==> src/rtl/conv_pkg.sv <==
// conv_pkg -- shared definitions for the convolver and its stream driver.
//   Holds the default geometry (pixel width, kernel edge, image size), the
//   derived frame size and kernel count, and the stream-driver FSM encoding.
//   Both the convolve blocks and conv_stream_driver import this package.
package conv_pkg;

  localparam int BITS        = 9;
  localparam int KERNEL_SIZE = 3;
  localparam int IMG_LENGTH  = 16;
  localparam int IMG_HEIGHT  = 16;
  localparam int ADDR_W      = 8;

  localparam int N_PIX  = IMG_LENGTH * IMG_HEIGHT;
  localparam int N_KERN = KERNEL_SIZE * KERNEL_SIZE;

  typedef logic [1:0] drv_state_t;

  localparam logic [1:0] S_IDLE = 2'd0;
  localparam logic [1:0] S_KERN = 2'd1;
  localparam logic [1:0] S_IMG  = 2'd2;
  localparam logic [1:0] S_DONE = 2'd3;

endpackage

==> src/rtl/conv_stream_driver_if.sv <==
// conv_stream_driver_if -- bundle of the driver's config/command port, status
//   flags and convolver-facing stream outputs.
//   master : host side (drives cfg_*, start, load_kernel; reads status/stream)
//   slave  : driver side (the opposite directions)
interface conv_stream_driver_if #(
  parameter int BITS   = conv_pkg::BITS,
  parameter int ADDR_W = conv_pkg::ADDR_W
);
  logic              cfg_we;
  logic              cfg_sel;
  logic [ADDR_W-1:0] cfg_addr;
  logic [BITS-1:0]   cfg_data;
  logic              start;
  logic              load_kernel;
  logic              busy;
  logic              done;
  logic              cfg_err;
  logic              kernel_write_en;
  logic [BITS-1:0]   kernel_out;
  logic              shift_write_en;
  logic [BITS-1:0]   img_out;

  modport master (
    output cfg_we, cfg_sel, cfg_addr, cfg_data, start, load_kernel,
    input  busy, done, cfg_err, kernel_write_en, kernel_out,
           shift_write_en, img_out
  );

  modport slave (
    input  cfg_we, cfg_sel, cfg_addr, cfg_data, start, load_kernel,
    output busy, done, cfg_err, kernel_write_en, kernel_out,
           shift_write_en, img_out
  );
endinterface

==> src/rtl/conv_img_mem.sv <==
// conv_img_mem -- frame buffer, DEPTH x BITS, one write port and one
//   registered read port.
//   clk      : clock
//   i_we     : write strobe
//   i_waddr  : write address
//   i_wdata  : write data
//   i_raddr  : read address, sampled on clk
//   o_rdata  : data at i_raddr one cycle later (write-first on collision)
module conv_img_mem #(
  parameter int BITS   = conv_pkg::BITS,
  parameter int DEPTH  = conv_pkg::N_PIX,
  parameter int ADDR_W = conv_pkg::ADDR_W
) (
  input  logic              clk,
  input  logic              i_we,
  input  logic [ADDR_W-1:0] i_waddr,
  input  logic [BITS-1:0]   i_wdata,
  input  logic [ADDR_W-1:0] i_raddr,
  output logic [BITS-1:0]   o_rdata
);

  logic [BITS-1:0] r_mem [DEPTH];
  logic [BITS-1:0] r_rdata;

  // Write-first forwarding: a pixel written in the same cycle as start is
  // already the one being prefetched for the first beat.
  always_ff @(posedge clk) begin
    if (i_we) r_mem[i_waddr] <= i_wdata;
    if (i_we && (i_waddr == i_raddr)) r_rdata <= i_wdata;
    else                              r_rdata <= r_mem[i_raddr];
  end

  assign o_rdata = r_rdata;

endmodule

==> src/rtl/conv_stream_driver.sv <==
// conv_stream_driver -- buffers one kernel and one image frame written via a
//   simple register port, then on start streams them to the convolver:
//   optional kernel phase (kernel_write_en/kernel_out), image phase
//   (shift_write_en/img_out), then a one-cycle done.
//   clk   : clock
//   reset : asynchronous active-high reset
//   bus   : conv_stream_driver_if.slave
//           cfg_we/cfg_sel/cfg_addr/cfg_data : config write (IDLE only)
//           start/load_kernel                : frame command
//           busy/done/cfg_err                : status
//           kernel_write_en/kernel_out       : to convolver kernel port
//           shift_write_en/img_out           : to convolver pixel port
module conv_stream_driver #(
  parameter int BITS        = conv_pkg::BITS,
  parameter int KERNEL_SIZE = conv_pkg::KERNEL_SIZE,
  parameter int IMG_LENGTH  = conv_pkg::IMG_LENGTH,
  parameter int IMG_HEIGHT  = conv_pkg::IMG_HEIGHT,
  parameter int ADDR_W      = conv_pkg::ADDR_W
) (
  input  logic                 clk,
  input  logic                 reset,
  conv_stream_driver_if.slave  bus
);
  import conv_pkg::*;

  localparam int N_PX = IMG_LENGTH * IMG_HEIGHT;
  localparam int N_KC = KERNEL_SIZE * KERNEL_SIZE;
  localparam int KCW  = $clog2(N_KC + 1);

  localparam logic [KCW-1:0]    K_LAST   = KCW'(N_KC - 1);
  localparam logic [ADDR_W-1:0] P_LAST   = ADDR_W'(N_PX - 1);
  localparam logic [ADDR_W:0]   N_PX_EXT = (ADDR_W + 1)'(N_PX);
  localparam logic [ADDR_W:0]   N_KC_EXT = (ADDR_W + 1)'(N_KC);

  drv_state_t        r_state;
  logic [KCW-1:0]    r_kcnt;
  logic [ADDR_W-1:0] r_pcnt;
  logic [BITS-1:0]   r_kern [N_KC];

  logic              r_kwe;
  logic [BITS-1:0]   r_kout;
  logic              r_swe;
  logic [BITS-1:0]   r_img;
  logic              r_busy;
  logic              r_done;
  logic              r_err;

  logic              w_idle;
  logic              w_addr_ok;
  logic              w_wr_ok;
  logic              w_kern_we;
  logic              w_mem_we;
  logic              w_wr_err;
  logic [KCW-1:0]    w_kidx;
  logic [ADDR_W-1:0] w_raddr;
  logic [BITS-1:0]   w_rdata;

  // Config write decode
  assign w_idle    = (r_state == S_IDLE);
  assign w_addr_ok = bus.cfg_sel ? ({1'b0, bus.cfg_addr} < N_PX_EXT)
                                 : ({1'b0, bus.cfg_addr} < N_KC_EXT);
  assign w_wr_ok   = bus.cfg_we && w_idle && w_addr_ok;
  assign w_kern_we = w_wr_ok && !bus.cfg_sel;
  assign w_mem_we  = w_wr_ok && bus.cfg_sel;
  assign w_wr_err  = bus.cfg_we && !(w_idle && w_addr_ok);
  assign w_kidx    = bus.cfg_addr[KCW-1:0];

  // Prefetch address: pixel 0 sits in the read register before IMG begins,
  // and during IMG the next pixel is fetched while the current one goes out.
  always_comb begin
    w_raddr = '0;
    if (r_state == S_IMG && r_pcnt != P_LAST) w_raddr = r_pcnt + ADDR_W'(1);
  end

  conv_img_mem #(
    .BITS   (BITS),
    .DEPTH  (N_PX),
    .ADDR_W (ADDR_W)
  ) u_img_mem (
    .clk     (clk),
    .i_we    (w_mem_we),
    .i_waddr (bus.cfg_addr),
    .i_wdata (bus.cfg_data),
    .i_raddr (w_raddr),
    .o_rdata (w_rdata)
  );

  always_ff @(posedge clk or posedge reset) begin
    if (reset) begin
      for (int i = 0; i < N_KC; i++) r_kern[i] <= '0;
    end else if (w_kern_we) begin
      r_kern[w_kidx] <= bus.cfg_data;
    end
  end

  always_ff @(posedge clk or posedge reset) begin
    if (reset) r_err <= 1'b0;
    else if (w_wr_err) r_err <= 1'b1;
  end

  // Sequencer
  always_ff @(posedge clk or posedge reset) begin
    if (reset) begin
      r_state <= S_IDLE;
      r_kcnt  <= '0;
      r_pcnt  <= '0;
    end else begin
      case (r_state)
        S_IDLE: begin
          r_kcnt <= '0;
          r_pcnt <= '0;
          if (bus.start) r_state <= bus.load_kernel ? S_KERN : S_IMG;
        end
        S_KERN: begin
          if (r_kcnt == K_LAST) begin
            r_kcnt  <= '0;
            r_state <= S_IMG;
          end else begin
            r_kcnt <= r_kcnt + KCW'(1);
          end
        end
        S_IMG: begin
          if (r_pcnt == P_LAST) begin
            r_pcnt  <= '0;
            r_state <= S_DONE;
          end else begin
            r_pcnt <= r_pcnt + ADDR_W'(1);
          end
        end
        default: r_state <= S_IDLE;
      endcase
    end
  end

  // Output register stage: everything seen by the convolver lags the state
  // by one cycle; data is forced to zero whenever its enable is low.
  always_ff @(posedge clk or posedge reset) begin
    if (reset) begin
      r_kwe  <= 1'b0;
      r_kout <= '0;
      r_swe  <= 1'b0;
      r_img  <= '0;
      r_busy <= 1'b0;
      r_done <= 1'b0;
    end else begin
      r_kwe  <= (r_state == S_KERN);
      r_kout <= (r_state == S_KERN) ? r_kern[r_kcnt] : '0;
      r_swe  <= (r_state == S_IMG);
      r_img  <= (r_state == S_IMG) ? w_rdata : '0;
      r_busy <= (r_state != S_IDLE);
      r_done <= (r_state == S_DONE);
    end
  end

  assign bus.kernel_write_en = r_kwe;
  assign bus.kernel_out      = r_kout;
  assign bus.shift_write_en  = r_swe;
  assign bus.img_out         = r_img;
  assign bus.busy            = r_busy;
  assign bus.done            = r_done;
  assign bus.cfg_err         = r_err;

endmodule

==> src/flat_wrapper.sv <==
// flat-port wrapper written by rule: the top's interface ports become plain ports
module conv_stream_driver_flat import conv_pkg::*;
#(
  parameter int BITS        = conv_pkg::BITS,
  parameter int KERNEL_SIZE = conv_pkg::KERNEL_SIZE,
  parameter int IMG_LENGTH  = conv_pkg::IMG_LENGTH,
  parameter int IMG_HEIGHT  = conv_pkg::IMG_HEIGHT,
  parameter int ADDR_W      = conv_pkg::ADDR_W
)
  (clk, reset, bus_cfg_we, bus_cfg_sel, bus_cfg_addr, bus_cfg_data, bus_start, bus_load_kernel, bus_busy, bus_done, bus_cfg_err, bus_kernel_write_en, bus_kernel_out, bus_shift_write_en, bus_img_out);
  conv_stream_driver_if #(.BITS(BITS), .ADDR_W(ADDR_W)) bus_i ();
  input  logic clk;
  input  logic reset;
  input wire logic [$bits(bus_i.cfg_we)-1:0] bus_cfg_we;
  input wire logic [$bits(bus_i.cfg_sel)-1:0] bus_cfg_sel;
  input wire logic [$bits(bus_i.cfg_addr)-1:0] bus_cfg_addr;
  input wire logic [$bits(bus_i.cfg_data)-1:0] bus_cfg_data;
  input wire logic [$bits(bus_i.start)-1:0] bus_start;
  input wire logic [$bits(bus_i.load_kernel)-1:0] bus_load_kernel;
  output wire logic [$bits(bus_i.busy)-1:0] bus_busy;
  output wire logic [$bits(bus_i.done)-1:0] bus_done;
  output wire logic [$bits(bus_i.cfg_err)-1:0] bus_cfg_err;
  output wire logic [$bits(bus_i.kernel_write_en)-1:0] bus_kernel_write_en;
  output wire logic [$bits(bus_i.kernel_out)-1:0] bus_kernel_out;
  output wire logic [$bits(bus_i.shift_write_en)-1:0] bus_shift_write_en;
  output wire logic [$bits(bus_i.img_out)-1:0] bus_img_out;
  assign bus_i.cfg_we = bus_cfg_we;
  assign bus_i.cfg_sel = bus_cfg_sel;
  assign bus_i.cfg_addr = bus_cfg_addr;
  assign bus_i.cfg_data = bus_cfg_data;
  assign bus_i.start = bus_start;
  assign bus_i.load_kernel = bus_load_kernel;
  assign bus_busy = bus_i.busy;
  assign bus_done = bus_i.done;
  assign bus_cfg_err = bus_i.cfg_err;
  assign bus_kernel_write_en = bus_i.kernel_write_en;
  assign bus_kernel_out = bus_i.kernel_out;
  assign bus_shift_write_en = bus_i.shift_write_en;
  assign bus_img_out = bus_i.img_out;
  conv_stream_driver #(.BITS(BITS), .KERNEL_SIZE(KERNEL_SIZE), .IMG_LENGTH(IMG_LENGTH), .IMG_HEIGHT(IMG_HEIGHT), .ADDR_W(ADDR_W)) u_core (.clk(clk), .reset(reset), .bus(bus_i));
endmodule
==> config.mk <==
export PLATFORM = sky130hd
export DESIGN_NAME = conv_stream_driver_flat
export DESIGN_NICKNAME = d
export VERILOG_FILES = /design/src/rtl/conv_pkg.sv /design/src/rtl/conv_stream_driver_if.sv /design/src/rtl/conv_img_mem.sv /design/src/rtl/conv_stream_driver.sv /design/src/flat_wrapper.sv
export SDC_FILE = /design/constraint.sdc
export NUM_CORES = 2
export LEC_CHECK = 0
export BUFFER_PORTS_ARGS = -buffer_cell sky130_fd_sc_hd__buf_4
export CAP_MARGIN = 20
export CORE_MARGIN = 2
export CORE_UTILIZATION = 50
export DETAILED_ROUTE_END_ITERATION = 12
export PLACE_DENSITY = 0.65
export SYNTH_ARGS = -nofsm -noshare
export SYNTH_HDL_FRONTEND = slang
export SYNTH_SLANG_ARGS = --single-unit
==> constraint.sdc <==
create_clock -name clk -period 10.8 [get_ports clk]
set_input_delay 1.62 -clock clk [delete_from_list [all_inputs] [get_ports clk]]
set_output_delay 1.62 -clock clk [all_outputs]
set_load 0.01 [all_outputs]
* Word level (Yosys, flattened, before mapping)
Memories as Yosys holds them, arrays and structs flattened. A register that Yosys moved wholly into a read port is not among the register bits. Cells that the tools add are included. Widths: inputs -> output; s select.
Cells by class: $add $sub $neg 2, magnitude comparators 4, equality and inequality tests 9, mux-type cells 21, bitwise gates (word level) 2, reductions and logical operators 15
Operators with widths (number):
- $bwmux 81 | 1
- $mux 9 | 5
- $bmux 9 s4 | 1
- $demux 9 s4 | 1
- $mux 8 | 2
- $pmux 8 s2 | 1
- $ge 5x5->1 const B | 2
- $not 4->5 | 2
- $add 8x1->8 const B | 1
- $eq 8x8->1 const B | 1
- $logic_and 1x1->1 | 8
- $lt 8x4->1 const B | 1
- $mux 2 | 4
- $ne 8x8->1 const B | 1
- $pmux 4 s2 | 1
- $pmux 2 s3 | 1
- $reduce_bool 2->1 | 3
- $lt 5x1->1 const B | 1
- $add 4x1->4 const B | 1
- $eq 2x2->1 const B | 2
- $eq 4x4->1 const B | 1
- $mux 4 | 1
- $ne 2x2->1 const B | 2
- $mux 1 | 3
- 5 further kinds | 6
Storage, ports and cells: register bits after elaboration 118, bits in writable memories 2304, bits of input ports 23, output and inout bits 23, logic and storage cells 73, memories kept 1
Memories:
- u_core.u_img_mem.r_mem | depth 256, width 9, rd ports 1, clocked after Yosys merged registers in 1, write ports 1, line conv_img_mem.sv:22 | logic [BITS-1:0] r_mem [DEPTH];

* Longest topological paths before layout
depth in word-level cells 6, gate-level depth with buffers 13, gate-level depth less buffers 9

* Cells and area by module
Synthesis repeated with hierarchy kept, for this count alone.
Unflattened totals: cell total of the unflattened synthesis 4631, area total of the unflattened synthesis 94605.7 um^2
Modules (own cells, without submodules):
- conv_img_mem | times used 1, cells an instance 4236, area an instance 89258.1 um^2, seq. area each 69346.5 um^2
- conv_stream_driver | times used 1, cells an instance 395, area an instance 5347.6 um^2, seq. area each 2952.8 um^2

* Worst setup path after synthesis
Ideal clock, no wire load.
path kind input port to flip-flop, from input port bus_cfg_addr[5], to register u_core.r_kern[10] in the netlist's numbering, library setup time 125 ps, arrival time 3391 ps, required time 10675 ps, slack 7284 ps, stages on the path 9, path buffers 2, cell sequence clkbuf_1 > nor2_1 > nand2_1 > a21oi_1 > and4b_1 > buf_2 > inv_1 > nor2_2 > mux2_2
Between the ends: cells in the longest elaborated chain, start to end 4
Ends and longest elaborated chain:
- start, declared | line flat_wrapper.sv:16 | input wire logic [$bits(bus_i.cfg_addr)-1:0] bus_cfg_addr;
- $lt 8x4->1 | line conv_stream_driver.sv:61 | : ({1'b0, bus.cfg_addr} < N_KC_EXT);
- $mux 1 | line conv_stream_driver.sv:60 | assign w_addr_ok = bus.cfg_sel ? ({1'b0, bus.cfg_addr} < N_PX_EXT)
- $logic_and 1x1->1 | line conv_stream_driver.sv:62 | assign w_wr_ok = bus.cfg_we && w_idle && w_addr_ok;
- $logic_and 1x1->1 | line conv_stream_driver.sv:63 | assign w_kern_we = w_wr_ok && !bus.cfg_sel;
- end signal, assigned by index | line conv_stream_driver.sv:92 | r_kern[w_kidx] <= bus.cfg_data;
- end, declared | line conv_stream_driver.sv:38 | logic [BITS-1:0] r_kern [N_KC];
Every way passes these cells. A chain may end at the register's enable or synchronous reset.

==> impl_metrics.ini <==
[status]
result_of_the_run = finished, final reports clean

[drt]
finalWirelength_mm = 253
route.detailed.wl_per_inst_um = 33.3
drt_first_iter_violations = 7025
num_vias = 49300
route.detailed.drc = 0
viasPerCell = 6.48
firstDrtPassIters = 6
detail-route-antenna-nets = 0

[synth]
post_synth_instance_area_um2 = 94900
asyncSetResetFlopFracSynth_pct = 4.86
fraction_of_synthesized_cell_area_in_xor_and_xnor_cells_pct = 0.0461
synth_instances = 4803
synth-simple-area-share_pct = 3.25
avgSynthCellArea_um2 = 19.8
yosys-mux-area-fraction_pct = 15.2
seq_area_frac_synth_pct = 76.1
synth_enable_flop_cells = 2304
count_of_cell_types_in_the_netlist = 68
ys_warn_count = 0
main_combinational_cell_family_by_area_after_synthesis = multiplexers
mappedNetlistNets = 4834
synth_fa_ha_area_share_pct = 0.105
postSynthRegisterBits = 2430
post_synthesis_compound_gate_area_fraction_pct = 3.56
ys.flop_type = sky130_fd_sc_hd__edfxtp_1

[timing]
rsz0062_at_grt = no
setup_total_negative_slack_ps = 0
worstMarginPinSlew_ps = 1220
final_min_period_over_clock_period_pct = 47.1
final.setup_skew_ps = 41.6
setup_slack_of_the_critical_path_after_layout_ps = 5720
slew-limit-headroom_pct = 17.9
finalMaxSlewViolations = 0
final_period_minus_worst_setup_slack_ps = 5080
finalSetupViolations = 0
maxClockFrequency_mhz = 197
final_hold_fails = 0

[global_routing]
grt_antenna_before_repair = 12
grt_util_met2_pct = 40.1
maximum_number_of_pins_on_one_net_before_global_route_repair = 169
first_global_vias = 48000
grt_overflow_total = 0
grt_usage_pct = 26.2
grt_first_pass_wirelength_mm = 359
global_route.usage.met3_pct = 5.20
grt_util_met1_pct = 37.6
grt.busiest_layer = met2

[placement]
io_buffers = 45
dp_hpwl_mm = 153
numPlacedInstances = 7160
place_ws_ps = 5760
gp_routability_congestion = 0.928

[setup_path]
worst_setup_path_start_kind = flip-flop
nature_of_the_critical_path_endpoint = flip-flop
worst_path_dominant_cell_family = buffers and inverters
critPathArrivalTime_ps = 5900
criticalPathCategory = reg2reg
list_of_cells_traversed_by_the_critical_path = buf_12 > buf_4 > buf_4 > nand2b_1 > nor3_1 > a311oi_1 > nand3_1 > nor4_1 > a31o_1
cp.buffers_inverters = 3
crit_path_max_fanout = 95
critical-path-top-cell-by-count = sky130_fd_sc_hd__buf_4
critical_path.slowest_cell = sky130_fd_sc_hd__dfxtp_4
data_required_time_of_the_worst_path_ps = 11620
timing.critical_path.slowest_cell_delay_ps = 850

[hold_path]
hold_class = reg2reg
holdCritStartpoint = u_core.bus.cfg_err

[cts]
count_of_h_tree_levels_built_during_cts = 4
cts_hold_repair.buffers = 0
cts-root-to-sink-buffers = 3
clock_tree.root_cell = sky130_fd_sc_hd__clkbuf_16
cts_tree = yes
clock_buffers_created_by_tritoncts = 231
clock-sinks = 2430
insertion_delay_ps = 890
clock_pin_slew_worst_setup_and_hold_paths_ps = 70
cts_setup_buffers = 0
post_cts.resized_instances = 0

[cells_and_area]
final_cell_mix = sky130_fd_sc_hd__edfxtp_1, sky130_fd_sc_hd__mux4_2, sky130_fd_sc_hd__mux2i_1, sky130_fd_sc_hd__nor2_1, sky130_fd_sc_hd__clkbuf_16
design.final.nets = 4933
areaGrowthSynthToFinish_pct = 11.3
post-route-util_pct = 56.1
final_cell_count_no_fill = 7609
layout.cells.most_common = sky130_fd_sc_hd__edfxtp_1
post_route_cells_drive_above_1_share_pct = 20.6

[floorplanning]
io_pins = 46
placementRows = 159
initial_util_pct = 50.4
core_region_area_um2 = 188000
floorplan.die.height_um = 440
die_area_um2 = 193000
die-width_um = 440

[power_and_ir_drop]
internal_power_summed_over_all_cells_mw = 15.0
power.static_leakage_nw = 32.3
power_switching_share_pct = 20.2
power.share.clock_pct = 43.9
seq_power_share_pct = 54.9
power.density_nw_per_um2 = 178
power.share.combinational_pct = 1.1
ir_drop_mv = 0.171
total_power_mw = 18.8
power.net_switching_mw = 3.80

[flow_run]
cap_viol_max_count = 0
[layout make-up]
class | count | area, µm²
Fill cell | 14100 | 82500
Multi-Input combinational cell | 2080 | 21100
Antenna cell | 6 | 15.0
Clock inverter | 160 | 1710
Timing Repair Buffer | 144 | 1290
Sequential cell | 2430 | 72300
Tap cell | 2495 | 3120
Clock buffer | 279 | 6050
Inverter | 15 | 66.3
[worst reg2reg max path, delay by kind of cell, from the launching register on]
family | cells | cell delay [ps]
AOI/OAI and AO/OA | 2 | 700
DFF | 1 | 850
buffers and inverters | 3 | 2210
and+or+nand+nor | 4 | 1270
[sequential cells by signal, summed over array words and instances, names as in the netlist, 2 cells and up, named ones only]
name	cells
u_core.bus.kernel_out	9
u_core.u_img_mem.r_mem	2304
u_core.bus.img_out	9
u_core.r_kcnt	4
u_core.r_state	2
u_core.r_pcnt	8
u_core.r_kern	81
[Yosys cell counts, types with 48 or more instances]
cell type,instances,area (µm²)
sky130_fd_sc_hd__dfrtp_1,118,2950
sky130_fd_sc_hd__mux4_2,424,9550
sky130_fd_sc_hd__nand3_1,51,255
sky130_fd_sc_hd__a21oi_1,80,400
sky130_fd_sc_hd__o21ai_0,66,330
sky130_fd_sc_hd__mux2i_1,359,3590
sky130_fd_sc_hd__clkbuf_1,129,484
sky130_fd_sc_hd__edfxtp_1,2304,69200
sky130_fd_sc_hd__o22ai_1,102,638
sky130_fd_sc_hd__buf_2,56,280
sky130_fd_sc_hd__o221ai_1,67,587
sky130_fd_sc_hd__nor3_1,48,240
sky130_fd_sc_hd__mux2_2,95,1070
sky130_fd_sc_hd__nand2_1,139,522
sky130_fd_sc_hd__nor2_1,318,1190
[power by group through the flow]
stage               Combinational, mW  Sequential, mW  Clock [mW]
global placement                0.208            10.5           0
finish                          0.213            10.3        8.24
floorplan                      0.0200            10.5           0
global route                    0.227            10.3        8.69
CTS                             0.214            10.3        8.32
detailed placement              0.215            10.5           0
[logic make-up (layout without fill, tap and decap cells)]
kind of cell    after synthesis  count (layout)
simple gates                688             688
flops                      2430            2430
compound gates              494             494
mux                         885             885
buf+inv                     293             598
xor+xnor                      5               5
fa+ha+maj                     8               8
other cells                   0               6
[final timing paths]
check	to	slack, ps	depth (start not counted)
worst max-delay path	u_core.bus.img_out[5]	5720	9
worst max register to register	u_core.bus.img_out[5]	5720	9
max in group asynchronous	u_core.r_kern[69]	8550	3
worst min-delay path	u_core.bus.cfg_err	480	1
worst min register to register	u_core.bus.cfg_err	480	1
min in group asynchronous	u_core.bus.img_out[5]	840	2
[metal layers]
layer / vias up / wire [µm]
met4: 12 / 9980
li1: 20000 / -
met3: 453 / 25200
met1: 26000 / 99800
met5: - / 91
met2: 2901 / 118000
[through the flow]
| stage | hold WS [ps] | instance area [µm²] |
|---|---|---|
| finish | 483 | 106000 |
| global route | 497 | 106000 |
| CTS | 476 | 106000 |
| detailed placement | 459 | 97800 |
| global placement | 445 | 97800 |
| floorplan | 464 | 94900 |
(Power assumes the default switching activity.)
